===== src/rtl/mcu_subsys_pkg.sv =====
// mcu_subsys_pkg: shared FSM state type and constants for the MCU subsystem bus decoder.
package mcu_subsys_pkg;
  localparam int MAX_TARGETS = 8;
  localparam logic [31:0] ERR_RDATA_DEFAULT = 32'hDEAD_BEEF;
  typedef enum logic [1:0] {IDLE, ACTIVE, ERR_RESP} state_t;
  function automatic logic [MAX_TARGETS-1:0] onehot(input logic [2:0] idx);
    return MAX_TARGETS'(1) << idx;
  endfunction
endpackage


===== src/rtl/mcu_subsys_bus_decoder_if.sv =====
// mcu_subsys_bus_decoder_if: CPU-side request/response bus plus the fan-out target bus.
interface mcu_subsys_bus_decoder_if #(parameter int N = 3);
  logic          cpu_mem_valid;
  logic          cpu_mem_we;
  logic [31:0]   cpu_mem_addr;
  logic [31:0]   cpu_mem_wdata;
  logic [3:0]    cpu_mem_be;
  logic          cpu_mem_ready;
  logic          cpu_mem_err;
  logic [31:0]   cpu_mem_rdata;
  logic [N-1:0]  tgt_mem_valid;
  logic [31:0]   tgt_mem_addr;
  logic [31:0]   tgt_mem_wdata;
  logic [3:0]    tgt_mem_wstrb;
  logic [N-1:0]  tgt_mem_ready;
  logic [N*32-1:0] tgt_mem_rdata;
  modport master (
    output cpu_mem_valid, cpu_mem_we, cpu_mem_addr, cpu_mem_wdata, cpu_mem_be,
    output tgt_mem_ready, tgt_mem_rdata,
    input  cpu_mem_ready, cpu_mem_err, cpu_mem_rdata,
    input  tgt_mem_valid, tgt_mem_addr, tgt_mem_wdata, tgt_mem_wstrb
  );
  modport slave (
    input  cpu_mem_valid, cpu_mem_we, cpu_mem_addr, cpu_mem_wdata, cpu_mem_be,
    input  tgt_mem_ready, tgt_mem_rdata,
    output cpu_mem_ready, cpu_mem_err, cpu_mem_rdata,
    output tgt_mem_valid, tgt_mem_addr, tgt_mem_wdata, tgt_mem_wstrb
  );
endinterface


===== src/rtl/mcu_subsys_addr_decode.sv =====
// mcu_subsys_addr_decode: masked base-address match, lowest matching index wins.
module mcu_subsys_addr_decode #(
  parameter int NUM_TARGETS = 3,
  parameter logic [NUM_TARGETS*32-1:0] TGT_BASE = {32'h8000_0000, 32'h4000_0000, 32'h0000_0000},
  parameter logic [NUM_TARGETS*32-1:0] TGT_MASK = {3{32'hC000_0000}}
) (
  input  logic [31:0] addr,
  output logic        hit,
  output logic [2:0]  idx
);
  // Scanning downward lets the lowest matching index overwrite higher ones.
  always_comb begin
    hit = 1'b0;
    idx = 3'd0;
    for (int i = NUM_TARGETS - 1; i >= 0; i--)
      if ((addr & TGT_MASK[i*32 +: 32]) == TGT_BASE[i*32 +: 32]) begin
        hit = 1'b1;
        idx = 3'(i);
      end
  end
endmodule


===== src/rtl/mcu_subsys_bus_decoder.sv =====
// mcu_subsys_bus_decoder: routes one CPU request at a time to an address-decoded target,
// with timeout, decode-error responses and error bookkeeping.
module mcu_subsys_bus_decoder
  import mcu_subsys_pkg::*;
#(
  parameter int NUM_TARGETS = 3,
  parameter logic [NUM_TARGETS*32-1:0] TGT_BASE = {32'h8000_0000, 32'h4000_0000, 32'h0000_0000},
  parameter logic [NUM_TARGETS*32-1:0] TGT_MASK = {3{32'hC000_0000}},
  parameter int TIMEOUT_CYCLES = 256,
  parameter logic [31:0] ERR_RDATA = ERR_RDATA_DEFAULT
) (
  input  logic        sys_clk,
  input  logic        rst,
  mcu_subsys_bus_decoder_if.slave bus,
  output logic [15:0] bus_err_count,
  output logic [31:0] last_err_addr
);
  localparam logic [31:0] TO_LAST = 32'(TIMEOUT_CYCLES - 1);
  state_t state, state_n;
  logic [2:0] sel, hit_idx;
  logic hit, sel_ready, expire;
  logic [31:0] cnt;
  logic [MAX_TARGETS-1:0] rdy_ext;
  logic [MAX_TARGETS*32-1:0] rd_ext;
  mcu_subsys_addr_decode #(
    .NUM_TARGETS(NUM_TARGETS), .TGT_BASE(TGT_BASE), .TGT_MASK(TGT_MASK)
  ) u_decode (
    .addr(bus.cpu_mem_addr), .hit(hit), .idx(hit_idx)
  );
  assign bus.tgt_mem_addr  = bus.cpu_mem_addr;
  assign bus.tgt_mem_wdata = bus.cpu_mem_wdata;
  assign bus.tgt_mem_wstrb = bus.cpu_mem_we ? bus.cpu_mem_be : 4'h0;
  // Widen to MAX_TARGETS so the 3-bit latched index never selects out of range.
  assign rdy_ext   = MAX_TARGETS'(bus.tgt_mem_ready);
  assign rd_ext    = (MAX_TARGETS*32)'(bus.tgt_mem_rdata);
  assign sel_ready = rdy_ext[sel];
  assign expire    = (TIMEOUT_CYCLES != 0) && (cnt == TO_LAST);
  always_ff @(posedge sys_clk) begin
    if (rst) begin
      state         <= IDLE;
      sel           <= 3'd0;
      cnt           <= 32'd0;
      bus_err_count <= 16'd0;
      last_err_addr <= 32'd0;
    end else begin
      state <= state_n;
      if (state == IDLE) begin
        sel <= hit_idx;
        cnt <= 32'd0;
      end else if (state == ACTIVE) begin
        cnt <= cnt + 32'd1;
      end
      if (state == ERR_RESP) begin
        bus_err_count <= (&bus_err_count) ? bus_err_count : bus_err_count + 16'd1;
        last_err_addr <= bus.cpu_mem_addr;
      end
    end
  end
  // Outputs are held quiet while rst is high so a reset never produces a response.
  always_comb begin
    state_n           = state;
    bus.tgt_mem_valid = '0;
    bus.cpu_mem_ready = 1'b0;
    bus.cpu_mem_err   = 1'b0;
    bus.cpu_mem_rdata = 32'd0;
    if (!rst) begin
      case (state)
        IDLE:
          if (bus.cpu_mem_valid) state_n = hit ? ACTIVE : ERR_RESP;
        ACTIVE:
          if (!bus.cpu_mem_valid) state_n = IDLE;
          else begin
            bus.tgt_mem_valid = NUM_TARGETS'(onehot(sel));
            bus.cpu_mem_ready = sel_ready;
            bus.cpu_mem_rdata = sel_ready ? rd_ext[{sel, 5'd0} +: 32] : 32'd0;
            state_n           = sel_ready ? IDLE : (expire ? ERR_RESP : ACTIVE);
          end
        ERR_RESP: begin
          bus.cpu_mem_ready = 1'b1;
          bus.cpu_mem_err   = 1'b1;
          bus.cpu_mem_rdata = ERR_RDATA;
          state_n           = IDLE;
        end
        default: state_n = IDLE;
      endcase
    end
  end
endmodule


===== src/flat_wrapper.sv =====
// flat-port wrapper written by rule: the top's interface ports become plain ports
module mcu_subsys_bus_decoder_flat import mcu_subsys_pkg::*;
#(
  parameter int NUM_TARGETS = 3,
  parameter logic [NUM_TARGETS*32-1:0] TGT_BASE = {32'h8000_0000, 32'h4000_0000, 32'h0000_0000},
  parameter logic [NUM_TARGETS*32-1:0] TGT_MASK = {3{32'hC000_0000}},
  parameter int TIMEOUT_CYCLES = 256,
  parameter logic [31:0] ERR_RDATA = ERR_RDATA_DEFAULT
)
  (sys_clk, rst, bus_err_count, last_err_addr, bus_cpu_mem_valid, bus_cpu_mem_we, bus_cpu_mem_addr, bus_cpu_mem_wdata, bus_cpu_mem_be, bus_tgt_mem_ready, bus_tgt_mem_rdata, bus_cpu_mem_ready, bus_cpu_mem_err, bus_cpu_mem_rdata, bus_tgt_mem_valid, bus_tgt_mem_addr, bus_tgt_mem_wdata, bus_tgt_mem_wstrb);
  mcu_subsys_bus_decoder_if #(.N((3))) bus_i ();
  input  logic sys_clk;
  input  logic rst;
  output logic [15:0] bus_err_count;
  output logic [31:0] last_err_addr;
  input wire logic [$bits(bus_i.cpu_mem_valid)-1:0] bus_cpu_mem_valid;
  input wire logic [$bits(bus_i.cpu_mem_we)-1:0] bus_cpu_mem_we;
  input wire logic [$bits(bus_i.cpu_mem_addr)-1:0] bus_cpu_mem_addr;
  input wire logic [$bits(bus_i.cpu_mem_wdata)-1:0] bus_cpu_mem_wdata;
  input wire logic [$bits(bus_i.cpu_mem_be)-1:0] bus_cpu_mem_be;
  input wire logic [$bits(bus_i.tgt_mem_ready)-1:0] bus_tgt_mem_ready;
  input wire logic [$bits(bus_i.tgt_mem_rdata)-1:0] bus_tgt_mem_rdata;
  output wire logic [$bits(bus_i.cpu_mem_ready)-1:0] bus_cpu_mem_ready;
  output wire logic [$bits(bus_i.cpu_mem_err)-1:0] bus_cpu_mem_err;
  output wire logic [$bits(bus_i.cpu_mem_rdata)-1:0] bus_cpu_mem_rdata;
  output wire logic [$bits(bus_i.tgt_mem_valid)-1:0] bus_tgt_mem_valid;
  output wire logic [$bits(bus_i.tgt_mem_addr)-1:0] bus_tgt_mem_addr;
  output wire logic [$bits(bus_i.tgt_mem_wdata)-1:0] bus_tgt_mem_wdata;
  output wire logic [$bits(bus_i.tgt_mem_wstrb)-1:0] bus_tgt_mem_wstrb;
  assign bus_i.cpu_mem_valid = bus_cpu_mem_valid;
  assign bus_i.cpu_mem_we = bus_cpu_mem_we;
  assign bus_i.cpu_mem_addr = bus_cpu_mem_addr;
  assign bus_i.cpu_mem_wdata = bus_cpu_mem_wdata;
  assign bus_i.cpu_mem_be = bus_cpu_mem_be;
  assign bus_i.tgt_mem_ready = bus_tgt_mem_ready;
  assign bus_i.tgt_mem_rdata = bus_tgt_mem_rdata;
  assign bus_cpu_mem_ready = bus_i.cpu_mem_ready;
  assign bus_cpu_mem_err = bus_i.cpu_mem_err;
  assign bus_cpu_mem_rdata = bus_i.cpu_mem_rdata;
  assign bus_tgt_mem_valid = bus_i.tgt_mem_valid;
  assign bus_tgt_mem_addr = bus_i.tgt_mem_addr;
  assign bus_tgt_mem_wdata = bus_i.tgt_mem_wdata;
  assign bus_tgt_mem_wstrb = bus_i.tgt_mem_wstrb;
  mcu_subsys_bus_decoder #(.NUM_TARGETS(NUM_TARGETS), .TGT_BASE(TGT_BASE), .TGT_MASK(TGT_MASK), .TIMEOUT_CYCLES(TIMEOUT_CYCLES), .ERR_RDATA(ERR_RDATA)) u_core (.sys_clk(sys_clk), .rst(rst), .bus(bus_i), .bus_err_count(bus_err_count), .last_err_addr(last_err_addr));
endmodule

===== config.mk =====
export PLATFORM = sky130hd
export DESIGN_NAME = mcu_subsys_bus_decoder_flat
export DESIGN_NICKNAME = d
export VERILOG_FILES = /design/src/rtl/mcu_subsys_pkg.sv /design/src/rtl/mcu_subsys_bus_decoder_if.sv /design/src/rtl/mcu_subsys_addr_decode.sv /design/src/rtl/mcu_subsys_bus_decoder.sv /design/src/flat_wrapper.sv
export SDC_FILE = /design/constraint.sdc
export NUM_CORES = 1
export LEC_CHECK = 0
export CORE_AREA = 2 2 125 127
export DETAILED_ROUTE_END_ITERATION = 10
export DIE_AREA = 0 0 127 129
export GPL_ROUTABILITY_DRIVEN = 1
export GPL_TIMING_DRIVEN = 0
export PLACE_DENSITY_LB_ADDON = 0.05
export SKIP_CTS_REPAIR_TIMING = 1
export SLEW_MARGIN = 20
export SYNTH_ARGS = -nofsm -noshare
export SYNTH_HDL_FRONTEND = slang
export SYNTH_SLANG_ARGS = --single-unit

===== constraint.sdc =====
create_clock -name sys_clk -period 2.8 [get_ports sys_clk]
set_input_delay 0.42 -clock sys_clk [delete_from_list [all_inputs] [get_ports sys_clk]]
set_output_delay 0.42 -clock sys_clk [all_outputs]
set_load 0.005 [all_outputs]

==> impl_metrics.csv, run 1 <==
group,metric,value,unit
floorplanning,die_h,129,µm
timing,finalWorstPathRequiredPeriod,2762,ps
yosys,ys.flop_type,"dfxtp_1",
yosys,yosysWarnings,0,
layout,fin_nets,1130,
placement,io_buffer_count,289,
routing,wire_per_inst,19.19,µm
timing,setup_viol,0,
grt,grt_pass1_vias,5617,
placement,place_hpwl,18060,µm
clock_tree,h-tree-depth,3,
pwr,ir_drop,373.0,µV
worst_setup_path,required,2380,ps
pwr,p_leak,3.175,nW
worst_setup_path,crit_path_end,"bus_cpu_mem_rdata[6]",
worst_setup_path,path_class,"in -> out",
timing,rsz0062_at_grt,"yes",
routing,routed_via_density,5.091,
placement,gp_congestion,0.8992,
routing,drtPass1Iterations,4,
yosys,ys_ff_latch,84,
worst_setup_path,cp-end-kind,"output pin",
worst_setup_path,start_kind,"primary input",
layout,fillers,1337,
clock_tree,cts.sinks,84,
floorplanning,fp.dieW,127,µm
routing,drc_errors,0,
routing,via_count,5839,
yosys,syn_inst,655,
layout,syn_to_final_growth,67.40,%
timing,finalHoldViolations,0,
yosys,ys_async_sr_fraction,0,%
layout,final_cell_mix,"clkdlybuf4s50_1, nor2_1, dfxtp_1",
clock_tree,clk_latency,340,ps
timing,whs,496.0,ps
floorplanning,io_pins,324,
hold_path,hold_path_class,"reg -> reg",
clock_tree,cts_tree,"built",
yosys,post_synth_instance_area,0.005285,mm²
pwr,combPwrFrac,28.7,%
pwr,intPower,2.540,mW
yosys,synthTopCellsByArea,"dfxtp_1, mux2i_1, buf_4",
worst_setup_path,r2r_slack,470,ps
yosys,ys_types,46,
pwr,sw_frac_of_total,26.66,%
pwr,p_seq_share,36.4,%
run_status,status,"complete, no violations",
timing,drv_slew,0,
pwr,p_total,3.463,mW
clock_tree,clockBufferDepth,2,
routing,drt_iter0_drc,341,
layout,fin_util,59.07,%
floorplanning,rows,45,
timing,finClkSkew,7.251,ps
timing,setup_slack,37.69,ps
clock_tree,clk_pin_slew,60,ps
yosys,avgSynthCellArea,8.069,µm²
worst_setup_path,reg2regPathDepth,8,
pwr,power_frac_clock,34.9,%
timing,worst_slew_pin_slew,780.6,ps
yosys,synth_top_area_cell,"dfxtp_1",
pwr,power.density,391.4,mW/mm²
timing,max_freq,362.0,MHz
yosys,synth_edf_count,0,
yosys,seq_area_frac_synth,31.82,%
placement,pre_cts_slack,-774.8,ps
floorplanning,die-area,0.01638,mm²
job,drv_cap,0,
routing,ant_nets,0,
floorplanning,start_util,35.29,%
worst_setup_path,r2r_end,"u_core.cnt[31]$_SDFFE_PP0P_",
grt,grt_max_degree,14,
yosys,synth_fp_nets,831,
floorplanning,core_area,0.01498,mm²
grt,antenna_found_initial,0,
worst_setup_path,worstPathArrival,2340,ps
grt,grt-ovfl-total,0,
yosys,synth_top_area_share,31.82,%
clock_tree,cts_buffers,9,
worst_setup_path,cp_max_fo,10,
worst_setup_path,reg2reg_from,"u_core.state[1]$_SDFFE_PP0P_",
timing,fin_crit_sh,98.65,%
worst_setup_path,crit_start,"bus_tgt_mem_ready[0]",
routing,routed_wl,22020,µm
layout,antenna_cells,0,
grt,grt_pass1_wl,31840,µm
clock_tree,cts_root_buffer,"clkbuf_16",
layout,drive_gt1_share,12.93,%
pwr,p_sw,923.2,µW
grt,globalRouteTotalUtil,25.13,%
timing,slew_headroom,47.48,%
layout,final_common_cell,"clkdlybuf4s50_1",
-- worst max-delay path, cell delays in order --
cell,delay (ps)
clkdlybuf4s50_1,480
mux2i_2,80
o21ai_2,200
a31oi_4,160
clkbuf_4,230
nor3_1,230
clkdlybuf4s50_1,540
-- registers in the layout, summed over array words and instances, names as in the netlist --
| name | cells |
|---|---|
| u_core.cnt | 32 |
| u_core.last_err_addr | 32 |
| u_core.bus_err_count | 16 |
| u_core.sel | 2 |
| u_core.state | 2 |
-- metal layers --
layer | vias to the layer above | GRT usage, % | share of wire [%]
li1 | 2887 | - | -
met1 | 2709 | 29.95 | 41
met2 | 228 | 42.79 | 48
met3 | 15 | 11.02 | 10
met4 | 0 | 4.266 | 0.99
met5 | - | 0 | 0
-- worst min path at each step --
stage / depth (start not counted) / startpoint / end
6_report: 2 / u_core.last_err_addr[28]$_SDFFE_PP0P_ / u_core.last_err_addr[28]$_SDFFE_PP0P_
5_1_grt: 2 / u_core.cnt[31]$_SDFFE_PP0P_ / u_core.cnt[31]$_SDFFE_PP0P_
4_1_cts: 2 / u_core.cnt[31]$_SDFFE_PP0P_ / u_core.cnt[31]$_SDFFE_PP0P_
3_5_place_dp: 2 / u_core.cnt[31]$_SDFFE_PP0P_ / u_core.cnt[31]$_SDFFE_PP0P_
3_3_place_gp: 2 / u_core.cnt[31]$_SDFFE_PP0P_ / u_core.cnt[31]$_SDFFE_PP0P_
2_1_floorplan: 2 / u_core.cnt[31]$_SDFFE_PP0P_ / u_core.cnt[31]$_SDFFE_PP0P_
-- kinds of logic (layout without fill, tap and decap cells) --
kind of cell,count (synthesis),after routing,share of synthesized area [%]
DFF,84,84,31.82
muxes,76,76,14.58
and+or+nand+nor,265,265,25.62
xor gates and xnor gates,13,13,2.154
buffers and inverters,119,423,13.19
adders and majority gates,5,5,1.184
AOI/OAI and AO/OA,93,93,11.46
-- layout make-up --
cell class / count / area (µm²) / share of cell area [%]
multi-input combinational: 452 / 2983 / 33.72
clock buffer: 13 / 260.3 / 2.942
timing repair buffer: 290 / 2905 / 32.84
buffer: 107 / 699.4 / 7.906
inverter: 10 / 37.54 / 0.4243
sequential: 84 / 1682 / 19.01
tap: 188 / 235.2 / 2.659
clock inverter: 3 / 45.04 / 0.5091
-- power groups by stage --
| stage | clock, mW | sequential, mW | combinational [mW] |
|---|---|---|---|
| 5_1_grt | 1.28 | 1.27 | 1.07 |
| 3_3_place_gp | 0 | 1.28 | 0.941 |
| 3_5_place_dp | 0 | 1.29 | 0.950 |
| 4_1_cts | 1.23 | 1.26 | 0.956 |
| 6_report | 1.21 | 1.26 | 0.993 |
| 2_1_floorplan | 0 | 1.29 | 0.429 |
-- synthesized netlist by cell type, types with 2 or more instances --
master / number
or3_1: 8
nor3b_1: 2
inv_1: 10
a21oi_1: 25
ha_1: 5
dfxtp_1: 84
nand2_1: 31
and3_1: 6
o21ai_0: 16
nor4b_1: 3
nor4_1: 14
mux2i_1: 68
buf_2: 2
a311oi_1: 2
clkbuf_1: 34
nand3_1: 16
nand3b_1: 2
xnor2_1: 7
o21a_1: 2
and4_1: 6
nor3_1: 34
a31oi_1: 5
nor2_1: 87
nand4_1: 16
a211oi_1: 25
nand2b_1: 3
and2_1: 14
nor2b_1: 8
xor2_1: 6
buf_4: 64
o31ai_1: 10
or4_1: 12
buf_1: 8
mux2_2: 8
-- through the flow --
stage	cell area [µm²]	TNS [ps]	instances
2_1_floorplan	5285	0	655
3_3_place_gp	8413	-10270	1132
3_5_place_dp	8413	-10510	1132
4_1_cts	8718	-18260	1148
5_1_grt	8847	-41.14	1147
6_report	8847	0	1147
(Power assumes the default switching activity.)
==> run 2, diff against run 1 <==
--- a/config.mk
+++ b/config.mk
@@ -5,13 +5,12 @@
 export SDC_FILE = /design/constraint.sdc
 export NUM_CORES = 1
 export LEC_CHECK = 0
-export CORE_AREA = 2 2 125 127
+export CORE_MARGIN = 2
+export CORE_UTILIZATION = 34
 export DETAILED_ROUTE_END_ITERATION = 10
-export DIE_AREA = 0 0 127 129
 export GPL_ROUTABILITY_DRIVEN = 1
 export GPL_TIMING_DRIVEN = 0
 export PLACE_DENSITY_LB_ADDON = 0.05
-export SKIP_CTS_REPAIR_TIMING = 1
 export SLEW_MARGIN = 20
 export SYNTH_ARGS = -nofsm -noshare
 export SYNTH_HDL_FRONTEND = slang
==> constraint.sdc (replaced) <==
create_clock -name sys_clk -period 2.4 [get_ports sys_clk]
set_input_delay 0.36 -clock sys_clk [delete_from_list [all_inputs] [get_ports sys_clk]]
set_output_delay 0.36 -clock sys_clk [all_outputs]
set_load 0.005 [all_outputs]
==> impl_metrics.csv, run 2 (synthesis results as in run 1) <==
group,metric,value,unit
routing,drc_errors,0,
timing,drv_slew,0,
timing,worst_slew_pin_slew,776.7,ps
worst_setup_path,critical_path.max_stage_delay,340,ps
grt,globalRouteTotalUtil,25.76,%
layout,seqCellArea,0.001684,mm²
pwr,power_frac_clock,32.2,%
grt,grtUsageMet2,43.36,%
floorplanning,rows,45,
grt,grt-ovfl-total,0,
layout,fillers,1391,
placement,gp_congestion,0.8967,
pwr,combPwrFrac,30.8,%
worst_setup_path,cp_max_fo,6,
placement,io_buffer_count,289,
pwr,p_seq_share,37.0,%
grt,grt_pass1_wl,32760,µm
worst_setup_path,cp_slowest_cell,"dfxtp_2",
routing,drt_iter0_drc,219,
timing,finalHoldViolations,0,
clock_tree,cts_tree,"built",
timing,setup_viol,0,
layout,final_cell_mix,"clkdlybuf4s50_1, nor2_1, dfxtp_1",
worst_setup_path,required,2040,ps
floorplanning,core_area,0.01520,mm²
timing,setup_slack,45.71,ps
pwr,intPower,2.853,mW
clock_tree,cts_root_buffer,"clkbuf_16",
clock_tree,cts_buffers,9,
grt,grt_max_degree,20,
pwr,power.density,444.7,mW/mm²
pwr,sw_frac_of_total,28.17,%
floorplanning,die_h,128.7,µm
worst_setup_path,start_kind,"flip-flop",
grt,grt_pass1_vias,5734,
worst_setup_path,crit_chain,"buf_6 -> mux2i_4 -> o21ai_2 -> a31oi_4 -> buf_4 -> nor3_1 -> dlygate4sd2_1",
floorplanning,start_util,34.77,%
pwr,p_leak,3.392,nW
layout,multi_input_area,0.003032,mm²
clock_tree,h-tree-depth,3,
timing,finalWorstPathRequiredPeriod,2354,ps
pwr,p_sw,1.119,mW
clock_tree,clockBufferDepth,2,
worst_setup_path,reg2regPathDepth,8,
layout,fin_nets,1146,
timing,max_freq,424.8,MHz
clock_tree,cts.sinks,84,
layout,final_common_cell,"clkdlybuf4s50_1",
run_status,status,"complete, no violations",
timing,rsz0062_at_grt,"yes",
worst_setup_path,worstPathArrival,1990,ps
routing,routed_wl,22760,µm
timing,finClkSkew,5.475,ps
pwr,ir_drop,437.6,µV
timing,fin_crit_sh,98.10,%
clock_tree,clk_pin_slew,60,ps
worst_setup_path,cp-end-kind,"output pin",
placement,pre_cts_slack,-1186,ps
grt,antenna_found_initial,3,
hold_path,min_delay_path_depth,2,
routing,wire_per_inst,19.52,µm
routing,drtPass1Iterations,5,
routing,ant_nets,0,
grt,use_met3,8.441,%
job,drv_cap,0,
grt,top_usage_layer,"met2",
floorplanning,die-area,0.01656,mm²
worst_setup_path,path_class,"reg -> out",
routing,routed_via_density,5.115,
floorplanning,io_pins,324,
layout,drive_gt1_share,18.15,%
hold_path,hold_path_class,"reg -> reg",
placement,place_hpwl,18360,µm
layout,largest_registers,"u_core.cnt: 32 flops, u_core.last_err_addr: 32 flops, u_core.bus_err_count: 16 flops",
grt,use_met1,32.22,%
floorplanning,fp.dieW,128.7,µm
routing,via_count,5964,
timing,slew_headroom,47.75,%
layout,syn_to_final_growth,68.99,%
timing,whs,484.2,ps
clock_tree,clk_latency,340,ps
[run 2: cell count changes in the layout (fill, tap and decap cells not counted), moves of 3 or more]
cell             before  now
buf_2                 1   14
clkdlybuf4s50_1     287  252
dlygate4sd2_1         0   12
buf_4                65   81
o31ai_2               0    3
diode_2               0    3
clkbuf_1             22   15
clkbuf_2             12   24
clkbuf_4              5    2
o31ai_1              10    7
[run 2: repair_timing]
item	in CTS	in global routing
pin swaps	3	3
gates resized for setup	119	49
endpoints found under the hold margin	0	0
endpoints found under the setup margin	43	36
setup buffers	11	7
hold buffers	0	0
gates cloned	1	0
[run 2: final cells by class]
class | count | area share (%)
flip-flops and latches | 84 | 18.86
clock inverters | 6 | 0.4623
inverters | 10 | 0.4203
well taps | 188 | 2.634
repair buffers | 307 | 32.67
plain buffers | 106 | 8.364
clock buffers | 10 | 2.564
diodes | 3 | 0.08406
multi-input cells | 452 | 33.95
[run 2: power by group through the flow]
stage	combinational (mW)	clock, mW	sequential, mW
5_1_grt	1.31	1.38	1.48
3_5_place_dp	1.10	0	1.50
6_report	1.22	1.28	1.47
3_3_place_gp	1.09	0	1.50
2_1_floorplan	0.500	0	1.50
4_1_cts	1.20	1.30	1.47
[run 2: critical path: cells and delay by family (launching register included)]
family	cells	cell delay, ps
multiplexers	1	240
AO/OA/AOI/OAI	2	410
buffers and inverters	3	620
AND/OR/NAND/NOR	1	50
flip-flops	1	340
[run 2: final timing paths]
path / start / endpoint / slack [ps]
max: u_core.sel[0]$_SDFFE_PP0P_ / bus_cpu_mem_rdata[0] / 50
min: u_core.cnt[31]$_SDFFE_PP0P_ / u_core.cnt[31]$_SDFFE_PP0P_ / 480
max reg2reg: u_core.state[0]$_SDFFE_PP0P_ / u_core.cnt[30]$_SDFFE_PP0P_ / 130
min reg2reg: u_core.cnt[31]$_SDFFE_PP0P_ / u_core.cnt[31]$_SDFFE_PP0P_ / 480
[run 2: per-stage QoR]
| stage | std cells | setup TNS [ps] | area (µm²) | utilization [%] | total power [mW] |
|---|---|---|---|---|---|
| 2_1_floorplan | 655 | 0 | 5285 | - | 2.000 |
| 3_3_place_gp | 1132 | -24410 | 8413 | 55.34 | 2.589 |
| 3_5_place_dp | 1132 | -25700 | 8413 | 55.34 | 2.601 |
| 4_1_cts | 1158 | -214.1 | 8880 | 58.41 | 3.972 |
| 5_1_grt | 1166 | -102.0 | 8931 | 58.75 | 4.165 |
| 6_report | 1166 | 0 | 8931 | 58.75 | 3.972 |
[run 2: routing by layer]
metal,part of all wire (%),vias up
met4,1.3,0
met1,42,2823
li1,-,2928
met5,0,-
met2,49,199
met3,8.2,14
==> variant 1, RTL diff (settings of run 2) <==
The 3 states of `state_t` get a one-hot encoding in 3 bits.
--- a/src/rtl/mcu_subsys_pkg.sv
+++ b/src/rtl/mcu_subsys_pkg.sv
@@ -2,7 +2,7 @@
 package mcu_subsys_pkg;
   localparam int MAX_TARGETS = 8;
   localparam logic [31:0] ERR_RDATA_DEFAULT = 32'hDEAD_BEEF;
-  typedef enum logic [1:0] {IDLE, ACTIVE, ERR_RESP} state_t;
+  typedef enum logic [2:0] {IDLE = 3'b001, ACTIVE = 3'b010, ERR_RESP = 3'b100} state_t;
   function automatic logic [MAX_TARGETS-1:0] onehot(input logic [2:0] idx);
     return MAX_TARGETS'(1) << idx;
   endfunction
Formal check against the unedited RTL: no difference found for any inputs over 4 cycles, from zero or initial values and one cycle with rst high; so few cycles prove little.
==> variant 1 against run 2 <==
Wire length shrank 9.7%. Worst setup slack lost 0.018 ns. Sequential cell count grew 1. Total power shrank 5.5%. Final area grew 3.6%. Count of clock-buffer cells in the layout grew 2. Area after synthesis grew 1.3%. Synthesized cell count grew 8.1%. First-iteration DRC count grew 43%. Die area grew 1.3%. Largest cell class unchanged. Highest routed layer unchanged.
==> variant 1: results (changes against run 2) <==
status: completed
vias in the first global route: 5,977 (+4.2%)
Syn Area/Cell: 7.57 µm² (-6.2%)
Synth cell types: 54 (+17%)
initial antenna violation count: 2 (-1)
PortBufs: 291 (+0.69%)
RD Place Congestion: 0.836 (-6.8%)
Detailed Route Iter0 Violations: 313 (+43%)
Least-Margin Pin Slew: 0.775 ns (-0.00154 ns)
total core area: 15,300 µm² (+0.74%)
NumNets Final: 1,197 (+4.5%)
Synth Area in Adders: 0.00467 (-0.00717)
Lkg Pwr: 0.00351 µW (+3.5%)
M2 GR Usage: 0.407 (-0.0270)
GRT Overall Usage: 0.239 (-0.0185)
Synth Area in XOR/XNOR: 0.00981 (-0.0117)
placed cell areas: 8530 µm² (+1.4%)
CTS max path bufs: 2 (unchanged)
final wirelength: 20,600 µm (-9.7%)
via count: 6,165 (+3.4%)
worst slack, placed: -0.879 ns (+0.307 ns)
sequential area share after synthesis: 0.318 (-0.000499)
grt met3 use: 0.0586 (-0.0258)
DP Wirelength: 16,100 µm (-12%)
largest net degree at the start of global routing: 14 (-30%)
top cells by count, synth: 91 x nand2_1, 85 x dfxtp_1, 67 x a21oi_1
proportion of layout cells with a drive suffix above 1: 0.166 (-0.0152)
syn nets: 881 (+6.0%)
Max Clock Skew: 0.00530 ns (-0.000172 ns)
proportion of synthesized area in mux cells: 0.0811 (-0.0648)
EDFF count, synth: 0 (unchanged)
Comb. pwr: 779 µW (-36%)
first-pass GRT wire length: 31,700 µm (-3.1%)
Vias/cell: 4.97 (-2.9%)
Cell Int Power: 2900 µW (+1.7%)
synth top area cells: dfxtp_1 32%, buf_4 9.0%, mux2i_1 7.5%
Largest regs: u_core.cnt: 32 flops, u_core.last_err_addr: 32 flops, u_core.bus_err_count: 16 flops
Net Switching: 850 µW (-24%)
clk pwr: 1550 µW (+21%)
Arr. time, crit path: 2.64 ns (+0.65 ns)
# fillers: 1,477 (+6.2%)
Synth Area in Compound Gates: 0.164 (+0.0494)
VDD IR max: 0.344 mV (-21%)
Crit Path Max Fanout: 13 (+7)
Pre-antenna DRT Iters: 4 (-1)
-- variant 1: critical path: stages, from the launching register on --
cell and delay [ns]:
dfxtp_4 0.37, or3b_4 0.41, buf_6 0.15, or4_1 0.53, buf_6 0.16, or4_1 0.53, a21oi_2 0.15
-- variant 1: layout make-up --
type                       count  area [µm²]  share of cell area
multi-input combinational    501        3120               0.337
sequential                    85        1710               0.185
clock buffer                  12         267              0.0288
buffer                       108         754              0.0816
clock inverter                 3        67.6             0.00730
inverter                       8        30.0             0.00325
tap                          211         264              0.0285
timing repair buffer         311        3030               0.327
antenna                        2        5.00            0.000541
-- variant 1: logic make-up (layout without fill, tap and decap cells) --
kind of cell             after synthesis  in the layout
AO/OA/AOI/OAI                        141            141
XOR/XNOR                               6              6
adder cells (fa/ha/maj)                2              2
buffers and inverters                122            442
flip-flops                            85             85
multiplexers                          43             43
other                                  0              2
AND/OR/NAND/NOR                      309            309
-- variant 1: timing repair --
item,CTS,global route
hold buffers,0,0
gates resized for setup,120,51
pin swaps,1,5
setup endpoints to repair,40,48
buffers inserted,10,9
gates cloned,1,0
-- variant 1: path summary, 6_finish.rpt --
check                      startpoint                        to  slack, ns  depth (start not counted)
min reg2reg  u_core.last_err_addr[23]  u_core.last_err_addr[23]       0.45                          2
max                   u_core.state[2]            u_core.cnt[26]       0.03                          6
min          u_core.last_err_addr[23]  u_core.last_err_addr[23]       0.45                          2
max reg2reg           u_core.state[2]            u_core.cnt[26]       0.03                          6
-- variant 1: metal layers --
layer / share of wire / up-vias
li1: - / 3127
met1: 0.43 / 2841
met2: 0.50 / 181
met3: 0.058 / 16
met4: 0.012 / 0
met5: 0 / -
==> variant 2, RTL diff (settings of run 2) <==
Without the edit above. Set the package constant `MAX_TARGETS` to 7 (it was 8).
--- a/src/rtl/mcu_subsys_pkg.sv
+++ b/src/rtl/mcu_subsys_pkg.sv
@@ -1,6 +1,6 @@
 // mcu_subsys_pkg: shared FSM state type and constants for the MCU subsystem bus decoder.
 package mcu_subsys_pkg;
-  localparam int MAX_TARGETS = 8;
+  localparam int MAX_TARGETS = 7;
   localparam logic [31:0] ERR_RDATA_DEFAULT = 32'hDEAD_BEEF;
   typedef enum logic [1:0] {IDLE, ACTIVE, ERR_RESP} state_t;
   function automatic logic [MAX_TARGETS-1:0] onehot(input logic [2:0] idx);
Formal check against the unedited RTL: equivalent (equiv_simple and equiv_induct, registers matched by name and starting in step).
==> variant 2 against run 2 <==
Total power decreased by 5.7%. Final area increased by 1.3%. Count of clock-buffer cells in the layout increased by 1. Wire length decreased by 14%. Area after synthesis decreased by 0.33%. Worst setup slack got worse by 0.015 ns. Sequential cell count unchanged. Combinational power decreased by 25%.
==> variant 2: results (changes against run 2) <==
Synth Flop Type: dfxtp_1
CTS max path bufs: 2 (unchanged)
# fillers: 1,360 (-2.2%)
Ant. Diodes: 0 (-3)
Crit Path Max Fanout: 10 (+4)
Pre-antenna DRT Iters: 5 (unchanged)
Root Buffer: clkbuf_16
async set-reset flop share out of synthesis: 0 (unchanged)
RD Place Congestion: 0.811 (-9.6%)
Synth Area in XOR/XNOR: 0.0166 (-0.00492)
Synth Area in Compound Gates: 0.128 (+0.0130)
Max Clock Skew: 0.0102 ns (+0.00476 ns)
worst skew pair latency: 0.34 ns (about the same)
GRT Overall Usage: 0.222 (-0.0353)
Synth Area in Adders: 0.0119 (+0.0000394)
Vias/cell: 5.18 (+1.2%)
Lkg Pwr: 0.00331 µW (-2.3%)
Synth cell types: 46 (unchanged)
VDD IR max: 0.270 mV (-38%)
top cells by count, synth: 96 x nor2_1, 84 x dfxtp_1, 67 x mux2i_1
vias in the first global route: 5,772 (+0.66%)
initial antenna violation count: 0 (-3)
Hold/Removal Path Class: flip-flop to flip-flop
CTS Buf Count: 9 (unchanged)
status: completed
placed cell areas: 8420 µm² (about the same)
largest stage delay on the critical path: 0.33 ns
PortBufs: 291 (+0.69%)
DP Wirelength: 15,300 µm (-17%)
first-pass GRT wire length: 29,300 µm (-10%)
synth top area cells: dfxtp_1 32%, mux2i_1 13%, buf_4 9.1%
proportion of layout cells with a drive suffix above 1: 0.205 (+0.0237)
Largest regs: u_core.cnt: 32 flops, u_core.last_err_addr: 32 flops, u_core.bus_err_count: 16 flops
yosys warns: 0 (unchanged)
NumNets Final: 1,131 (-1.3%)
WL/cell: 17.1 µm (-13%)
proportion of synthesized area in mux cells: 0.140 (-0.00569)
CP max stage cell: dfxtp_2
Detailed Route Iter0 Violations: 328 (+50%)
H-tree levels: 3 (unchanged)
Max transition margin: 0.541 (+0.0634)
syn nets: 824 (-0.84%)
sequential area share after synthesis: 0.319 (+0.00106)
Worst-path clk slew: 0.06 ns (about the same)
Arr. time, crit path: 2.01 ns (+0.02 ns)
largest net degree at the start of global routing: 20 (unchanged)
## variant 2: cell types whose count changed in the layout (fill, tap and decap cells not counted), sizes merged, moves of 7 or more
cell,run 2,this run
o31ai,10,19
nor3,34,27
and2,14,6
nand2,31,17
a21oi,25,39
nor2,87,96
clkbuf,54,35
or4,13,24
## variant 2: final timing paths
kind                            start                       end  slack [ns]  depth (start not counted)
max reg2reg           u_core.state[0]            u_core.cnt[19]        0.12                          8
min reg2reg  u_core.last_err_addr[29]  u_core.last_err_addr[29]        0.49                          2
max                   u_core.state[0]     bus_cpu_mem_rdata[21]        0.03                          8
min          u_core.last_err_addr[29]  u_core.last_err_addr[29]        0.49                          2
## variant 2: kinds of logic (layout without fill, tap and decap cells)
family	Yosys count	after routing
adder cells (fa/ha/maj)	5	5
XOR/XNOR	10	10
buffers and inverters	118	430
AO/OA/AOI/OAI	105	105
AND/OR/NAND/NOR	253	253
flip-flops	84	84
multiplexers	73	73
## variant 2: through the flow
stage | setup slack [ns] | cells
after floorplan | 0.370 | 648
after global placement | -0.593 | 1127
after detailed placement | -0.595 | 1127
after CTS | -0.0851 | 1149
after global routing | -0.0490 | 1148
final | 0.0307 | 1148
## variant 2: cell type report
type                            instances  area [µm²]  share of cell area
Buffer                                102         758              0.0838
Clock buffer                           11         243              0.0268
Clock inverter                          5        60.1             0.00664
Inverter                                9        33.8             0.00373
Multi-Input combinational cell        446        3120               0.344
Sequential cell                        84        1680               0.186
Tap cell                              188         235              0.0260
Timing Repair Buffer                  303        2920               0.322
## variant 2: timing repair
action                     CTS  global route
hold endpoints to repair     0             0
pin swaps                    2            10
setup endpoints to repair   37            39
buffers inserted            10             2
gates resized for setup    143            49
## variant 2: critical path: cells and delay by family (launching register included)
kind / cells / cell delay [ns]
simple gates: 2 / 0.26
buf+inv: 4 / 0.66
fa+ha+maj: 1 / 0.17
flops: 1 / 0.33
compound gates: 1 / 0.26
## variant 2: metal layers
metal,GRT usage,routed length [µm],up-vias
met5,0,0,-
met3,0.0366,1260,16
met2,0.426,10400,212
li1,-,-,2899
met1,0.244,7630,2815
met4,0.0821,308,0
## variant 2: power by group
part	total, µW	internal [µW]	switching (µW)
Sequential	1420	1410	10.9
Clock	1410	839	574
Combinational	909	561	348
